`src/rtl/mem_ctrl.sv`:
```
// Byte-serial RAM controller: arbitrates instruction fetches and load/stores
// onto an 8-bit memory port, with stall, flush and I/O back-pressure handling.
module mem_ctrl #(
  parameter logic [31:0] IO_BASE = 32'h0003_0000
) (
  input  logic        clk_in,
  input  logic        rst_in,
  input  logic        rdy_in,
  input  logic        if_req_valid,
  input  logic [31:0] if_addr,
  input  logic        if_flush,
  output logic        if_done,
  output logic [31:0] if_data,
  input  logic        ls_req_valid,
  input  logic        ls_wr,
  input  logic [1:0]  ls_size,
  input  logic [31:0] ls_addr,
  input  logic [31:0] ls_wdata,
  output logic        ls_done,
  output logic [31:0] ls_rdata,
  input  logic [7:0]  mem_din,
  output logic [7:0]  mem_dout,
  output logic [31:0] mem_a,
  output logic        mem_wr,
  input  logic        io_buffer_full
);

  typedef enum logic [1:0] {IDLE, IF_RD, LS_RD, LS_WR} state_e;

  state_e      state_q;
  logic [2:0]  cnt_q, nbytes_q;
  logic [31:0] addr_q, wdata_q, data_q;
  logic        if_done_q, ls_done_q;

  logic [31:0] cur_addr, prev_addr, last_addr;
  logic [7:0]  wbyte;
  logic        io_block;

  function automatic logic [2:0] size_to_n(input logic [1:0] sz);
    case (sz)
      2'd0:    return 3'd1;
      2'd1:    return 3'd2;
      default: return 3'd4;
    endcase
  endfunction

  assign cur_addr  = addr_q + {29'd0, cnt_q};
  assign prev_addr = cur_addr - 32'd1;
  assign last_addr = addr_q + {29'd0, nbytes_q} - 32'd1;
  assign io_block  = (state_q == LS_WR) && (cur_addr >= IO_BASE) && io_buffer_full;

  always_comb begin
    case (cnt_q[1:0])
      2'd0:    wbyte = wdata_q[7:0];
      2'd1:    wbyte = wdata_q[15:8];
      2'd2:    wbyte = wdata_q[23:16];
      default: wbyte = wdata_q[31:24];
    endcase
  end

  always_comb begin
    mem_a    = 32'd0;
    mem_wr   = 1'b0;
    mem_dout = 8'd0;
    case (state_q)
      IF_RD, LS_RD: begin
        // While stalled, re-present the byte whose data is still owed to us
        if (!rdy_in && cnt_q != 3'd0) mem_a = prev_addr;
        else if (cnt_q >= nbytes_q)   mem_a = last_addr;
        else                          mem_a = cur_addr;
      end
      LS_WR: begin
        mem_a    = cur_addr;
        mem_dout = wbyte;
        mem_wr   = rdy_in && !io_block;
      end
      default: ;
    endcase
  end

  always_ff @(posedge clk_in or negedge rst_in) begin
    if (!rst_in) begin
      state_q   <= IDLE;
      cnt_q     <= 3'd0;
      nbytes_q  <= 3'd0;
      addr_q    <= 32'd0;
      wdata_q   <= 32'd0;
      data_q    <= 32'd0;
      if_done_q <= 1'b0;
      ls_done_q <= 1'b0;
    end else if (rdy_in) begin
      if_done_q <= 1'b0;
      ls_done_q <= 1'b0;
      case (state_q)
        IDLE: begin
          if (!if_done_q && !ls_done_q) begin
            if (ls_req_valid) begin
              state_q  <= ls_wr ? LS_WR : LS_RD;
              addr_q   <= ls_addr;
              nbytes_q <= size_to_n(ls_size);
              wdata_q  <= ls_wdata;
              data_q   <= 32'd0;
              cnt_q    <= 3'd0;
            end else if (if_req_valid && !if_flush) begin
              state_q  <= IF_RD;
              addr_q   <= if_addr;
              nbytes_q <= 3'd4;
              data_q   <= 32'd0;
              cnt_q    <= 3'd0;
            end
          end
        end
        IF_RD, LS_RD: begin
          if (state_q == IF_RD && if_flush) begin
            state_q <= IDLE;
            cnt_q   <= 3'd0;
          end else begin
            for (int b = 0; b < 4; b++)
              if (cnt_q == 3'(b + 1)) data_q[8*b +: 8] <= mem_din;
            if (cnt_q == nbytes_q) begin
              state_q <= IDLE;
              cnt_q   <= 3'd0;
              if (state_q == IF_RD) if_done_q <= 1'b1;
              else                  ls_done_q <= 1'b1;
            end else begin
              cnt_q <= cnt_q + 3'd1;
            end
          end
        end
        LS_WR: begin
          if (!io_block) begin
            if (cnt_q == nbytes_q - 3'd1) begin
              state_q   <= IDLE;
              cnt_q     <= 3'd0;
              ls_done_q <= 1'b1;
            end else begin
              cnt_q <= cnt_q + 3'd1;
            end
          end
        end
        default: state_q <= IDLE;
      endcase
    end
  end

  assign if_done  = if_done_q;
  assign ls_done  = ls_done_q;
  assign if_data  = data_q;
  assign ls_rdata = data_q;

endmodule

```
`config.mk`:
```
export PLATFORM = sky130hd
export DESIGN_NAME = mem_ctrl
export DESIGN_NICKNAME = d
export VERILOG_FILES = /design/src/rtl/mem_ctrl.sv
export SDC_FILE = /design/constraint.sdc
export NUM_CORES = 1
export LEC_CHECK = 0
export CORE_MARGIN = 1
export CORE_UTILIZATION = 56
export CTS_CLUSTER_SIZE = 40
export DETAILED_ROUTE_END_ITERATION = 8
export PLACE_DENSITY = 0.87
export SLEW_MARGIN = 20
export SYNTH_ARGS = -nofsm -noshare
export SYNTH_HDL_FRONTEND = slang
export SYNTH_SLANG_ARGS = --single-unit
```
`constraint.sdc`:
```
create_clock -name clk_in -period 5.97 [get_ports clk_in]
set_input_delay 0.597 -clock clk_in [delete_from_list [all_inputs] [get_ports clk_in]]
set_output_delay 0.597 -clock clk_in [all_outputs]
set_load 0.1 [all_outputs]
```
=== Word level (Yosys, flattened, before mapping) ===
Index checks and enable logic that the tools add are counted.

* Output and inout bits: 107
* Logic and storage cells: 115
* Bits of input ports: 114
* Register bits: 106

* Muxes and demuxes: 47
* Reductions and logical operators: 27
* Add/sub/neg operators: 6
* Equal/unequal tests: 22
* Order comparisons: 2

{| class="wikitable"
|+ Operators with widths
! kind !! number
|-
| $mux W32 || 8
|-
| $pmux W32 S2 || 2
|-
| $add A32 B3 Y32 || 2
|-
| $sub A32 B1 Y32 const B || 2
|-
| $mux W8 || 5
|-
| $ge A32 B18 Y1 const B || 1
|-
| $reduce_and A6 Y1 || 5
|-
| $mux W3 || 9
|-
| $pmux W8 S3 || 1
|-
| $mux W2 || 7
|-
| $ne A2 B2 Y1 const B || 7
|-
| $reduce_and A4 Y1 || 3
|-
| $mux W1 || 11
|-
| $pmux W3 S3 || 1
|-
| $logic_and A1 B1 Y1 || 7
|-
| $eq A2 B1 Y1 const B || 3
|-
| $eq A2 B2 Y1 const B || 3
|-
| $eq A3 B2 Y1 const B || 2
|-
| $eq A3 B3 Y1 || 2
|-
| $logic_not A2 Y1 || 3
|-
| $ne A3 B3 Y1 const B || 2
|-
| $pmux W2 S3 || 1
|-
| $pmux W3 S2 || 1
|-
| $logic_not A1 Y1 || 5
|-
| other kinds (10) || 11
|}

=== Logic depth before layout (Yosys ltp) ===
* Depth after elaboration: 7
* Mapped depth: 14
* Depth with buffers taken out: 14

=== Worst setup path before layout ===
No wires, ideal clock.

* Path type: reg2out
* Start: register cnt_q[0]
* End: output mem_a[28]
* Arrival time: 5.320 ns
* Slack: 0.053 ns
* Stages on the path, launching flop included: 12
* Buffers on the path: 0
* Required time: 5.373 ns
* Cell sequence: dfrtp_1 > ha_1 > fa_1 > a21oi_4 > nor2_1 > xnor2_1 > nand4_2 > nor4_4 > and2_2 > a21oi_1 > o22a_1 > a311oi_1

* Longest elaborated chain between the ends: 4
* Elaborated cells on any way between the ends: 8
* Those cells by class: 2 x add/sub; 1 x order compare; 3 x mux; 2 x reduce/logical

{| class="wikitable"
|+ Ends and longest elaborated chain
! what !! RTL line !! RTL
|-
| start, declared || 31 || <nowiki>logic [2:0] cnt_q, nbytes_q;</nowiki>
|-
| start signal, assigned || 126 || <nowiki>cnt_q <= cnt_q + 3'd1;</nowiki>
|-
| start signal, assigned || 137 || <nowiki>cnt_q <= cnt_q + 3'd1;</nowiki>
|-
| $add A32 B3 Y32 (tied with other cells) || 47 || <nowiki>assign cur_addr = addr_q + {29'd0, cnt_q};</nowiki>
|-
| $sub A32 B1 Y32 (tied with other cells) || 48 || <nowiki>assign prev_addr = cur_addr - 32'd1;</nowiki>
|-
| $mux W32 || 68 || <nowiki>if (!rdy_in && cnt_q != 3'd0) mem_a = prev_addr;</nowiki>
|-
| $pmux W32 S2 * || 65 || <nowiki>case (state_q)</nowiki>
|-
| end, declared || 23 || <nowiki>output logic [31:0] mem_a,</nowiki>
|}

Mark *: on every way between the ends. The rest lies on a longest branch, timed or not.

=== Final worst setup path ===
* Start: register cnt_q[0]
* End: output mem_a[25]

The elaborated chain is that of the path after synthesis.

==> results.md <==
- # IOs: 221
- Gate Count Post-Synth: 1084
- Crit Path Class: flip-flop to primary output
- Syn-to-layout area delta: 24.9%
- Number of distinct library cells after synthesis: 86
- Pin count of the biggest net entering global routing: 75
- Compound-Gate Fraction of Synth Area: 0.206
- Drt total wl: 27400 um
- Tmin final: 5170 ps
- Worst Hold Class: primary input to asynchronous set/reset pin
- Vias in the first global route: 8632
- Inst Count DP: 1455
- Relative slew slack: 0.286
- Endpoints failing hold: 0
- Adder-Cell Fraction of Synth Area: 0.107
- Final net count: 1440
- Ant diodes: 0
- CTS tree: done
- CTS resizes: 0
- Worst EP required: 5370 ps
- Syn Std Cell Area: 0.00949 mm2
- Main combinational cell family by area after synthesis: compound AO/OA/AOI/OAI gates
- RSZ-0062 raised after global routing: false
- Share of cells above drive strength 1: 0.124
- Hold Slack: 153 ps
- Clk root buf: clkbuf_16
- Clk_skew: 12.7 ps
- RD Place Congestion: 0.918
- Most used DFF post-synth: dfrtp_1
- Via count: 9049
- Vias per std cell: 6.15
- Clk sinks: 106
- Num CTS Buffers: 9
- Max-slew violations: 0
- Die H: 132 um
- Port-buffer cells: 220
- Synthesized area per cell: 8.76 um2
- Hpwl dp: 20600 um
- Final cell area excluding filler cells: 0.0119 mm2
- Core area: 0.0166 mm2
- Worst EP arrival: 4570 ps
- Setup crit end kind: primary output
- Placement Cell Area: 0.0115 mm2
- DRT iter0 DRCs: 867
- FP Rows: 47
- Status: finished clean
- Post-CTS Setup Inserts: 0
- TNS Setup: 0 ps
- Crit share post-route: 0.866
- Max cap viols: 0
- Post-route ant nets: 0
- # setup viols final: 0
- Drt first pass iters: 6
- First-pass GRT wire length: 43700 um
- Startpoint types: flip-flop
- Asr flop ratio synth: 1.00
- H-Tree Depth: 3
- Clock buffer depth: 2
- Die area: 0.0175 mm2
- Post-Synth XOR/XNOR Area: 0.0616
- Sequential area share after synthesis: 0.279
- EDFF count, synth: 0
- Initial antenna violation count: 0
- GRT Util Overall: 0.310
- Max FO, Critical Path: 10
- YS warnings: 0
- Hold_buf cts: 0
- Commonest non-fill, non-tap cell in the layout: clkdlybuf4s50_1
- Mux cell area share after synthesis: 0.118
- Max Clk Rate: 193 MHz
- DIE WIDTH: 132 um
- Post-Synth Simple-Gate Area: 0.158
- Number of synthesized register bits: 106
- Initial Util: 0.572
- Reg clk slew, reported paths: 90 ps
- Reg2Reg Depth: 11
- Latest clock arrival within the worst-skew pair: 370 ps
- Gr ovfl total: 0
- Syn_nets: 1278
- Worst-margin pin slew: 1070 ps
- Fin cells: 1471
- Commonest cells after routing, fill and taps aside: clkdlybuf4s50_1, dfrtp_1, nand2_1, ha_1
- DRC violations left: 0
- WL/cell: 18.6 um
## through the flow
step	util	setup slack, ps
3_3_place_gp	0.696	1370
4_1_cts	0.715	848
3_5_place_dp	0.696	1280
5_1_grt	0.715	594
6_report	0.715	801
2_1_floorplan	-	52.8
## worst max-delay path, stage by stage, from the launching register on
cell       delay (ps)
dfrtp_1           440
ha_1              290
fa_1              500
a21oi_4           380
o2bb2ai_1         210
a211oi_1          540
nand4_2           360
nor2_4            320
nand3_1           180
or3_1             400
a31oi_1           170
a21o_1            130
buf_4             290
## worst paths after layout
path,slack (ps),end,start
max in group asynchronous,4520,if_data[14]$_DFFE_PN0P_,rst_in
worst min-delay path,150,wdata_q[3]$_DFFE_PN0P_,rst_in
worst max-delay path,800,mem_a[25],cnt_q[0]$_DFFE_PN0P_
worst max register to register,2310,cnt_q[2]$_DFFE_PN0P_,cnt_q[0]$_DFFE_PN0P_
worst min register to register,510,wdata_q[25]$_DFFE_PN0P_,wdata_q[25]$_DFFE_PN0P_
min in group clk_in,510,wdata_q[25]$_DFFE_PN0P_,wdata_q[25]$_DFFE_PN0P_
## layout make-up
type	count	area (um2)
multi-input combinational	837	6180
fill	1265	4730
sequential	106	2650
timing repair buffer	230	2200
tap	220	275
inverter	62	233
clock buffer	9	225
clock inverter	7	91.3
## sequential cells by signal (all words and copies together) (netlist names)
| name | flops |
|---|---|
| addr_q | 32 |
| cnt_q | 3 |
| if_data | 32 |
| if_done | 1 |
| ls_done | 1 |
| nbytes_q | 3 |
| state_q | 2 |
| wdata_q | 32 |
## Yosys cell counts (8+ instances only)
| library cell | n | share of area |
|---|---|---|
| mux2i_1 | 39 | 0.041 |
| inv_1 | 62 | 0.025 |
| dfrtp_1 | 106 | 0.28 |
| nand2_1 | 86 | 0.034 |
| a21o_1 | 17 | 0.013 |
| nor3_1 | 21 | 0.011 |
| and3_1 | 12 | 0.0079 |
| o21ai_0 | 69 | 0.036 |
| buf_4 | 33 | 0.026 |
| a222oi_1 | 8 | 0.0084 |
| a31oi_1 | 13 | 0.0086 |
| nand4_1 | 18 | 0.012 |
| o21bai_1 | 9 | 0.0071 |
| o21a_1 | 9 | 0.0071 |
| ha_1 | 78 | 0.10 |
| nand3_1 | 24 | 0.013 |
| nand2b_1 | 8 | 0.0053 |
| mux2_2 | 64 | 0.076 |
| clkbuf_1 | 36 | 0.014 |
| and2_1 | 11 | 0.0073 |
| xnor2_1 | 56 | 0.052 |
| nor2_1 | 73 | 0.029 |
| a21oi_1 | 73 | 0.038 |
## routing by layer
layer / track usage / share of wire / vias up / wire (um)
met2: 0.518 / 0.48 / 434 / 13000
met1: 0.401 / 0.41 / 4284 / 11300
met5: 0 / 0 / - / 0
li1: - / - / 4229 / -
met3: 0.0419 / 0.067 / 102 / 1850
met4: 0.141 / 0.041 / 0 / 1130
## logic make-up after synthesis
logic type,after synthesis
and+or+nand+nor,297
AOI/OAI and AO/OA,291
buffers and inverters,141
DFF,106
muxes,104
adders and majority gates,80
xor gates and xnor gates,65
Power is not shown: default switching activity piles up to over one toggle a cycle in this logic, so the estimate is an artifact.
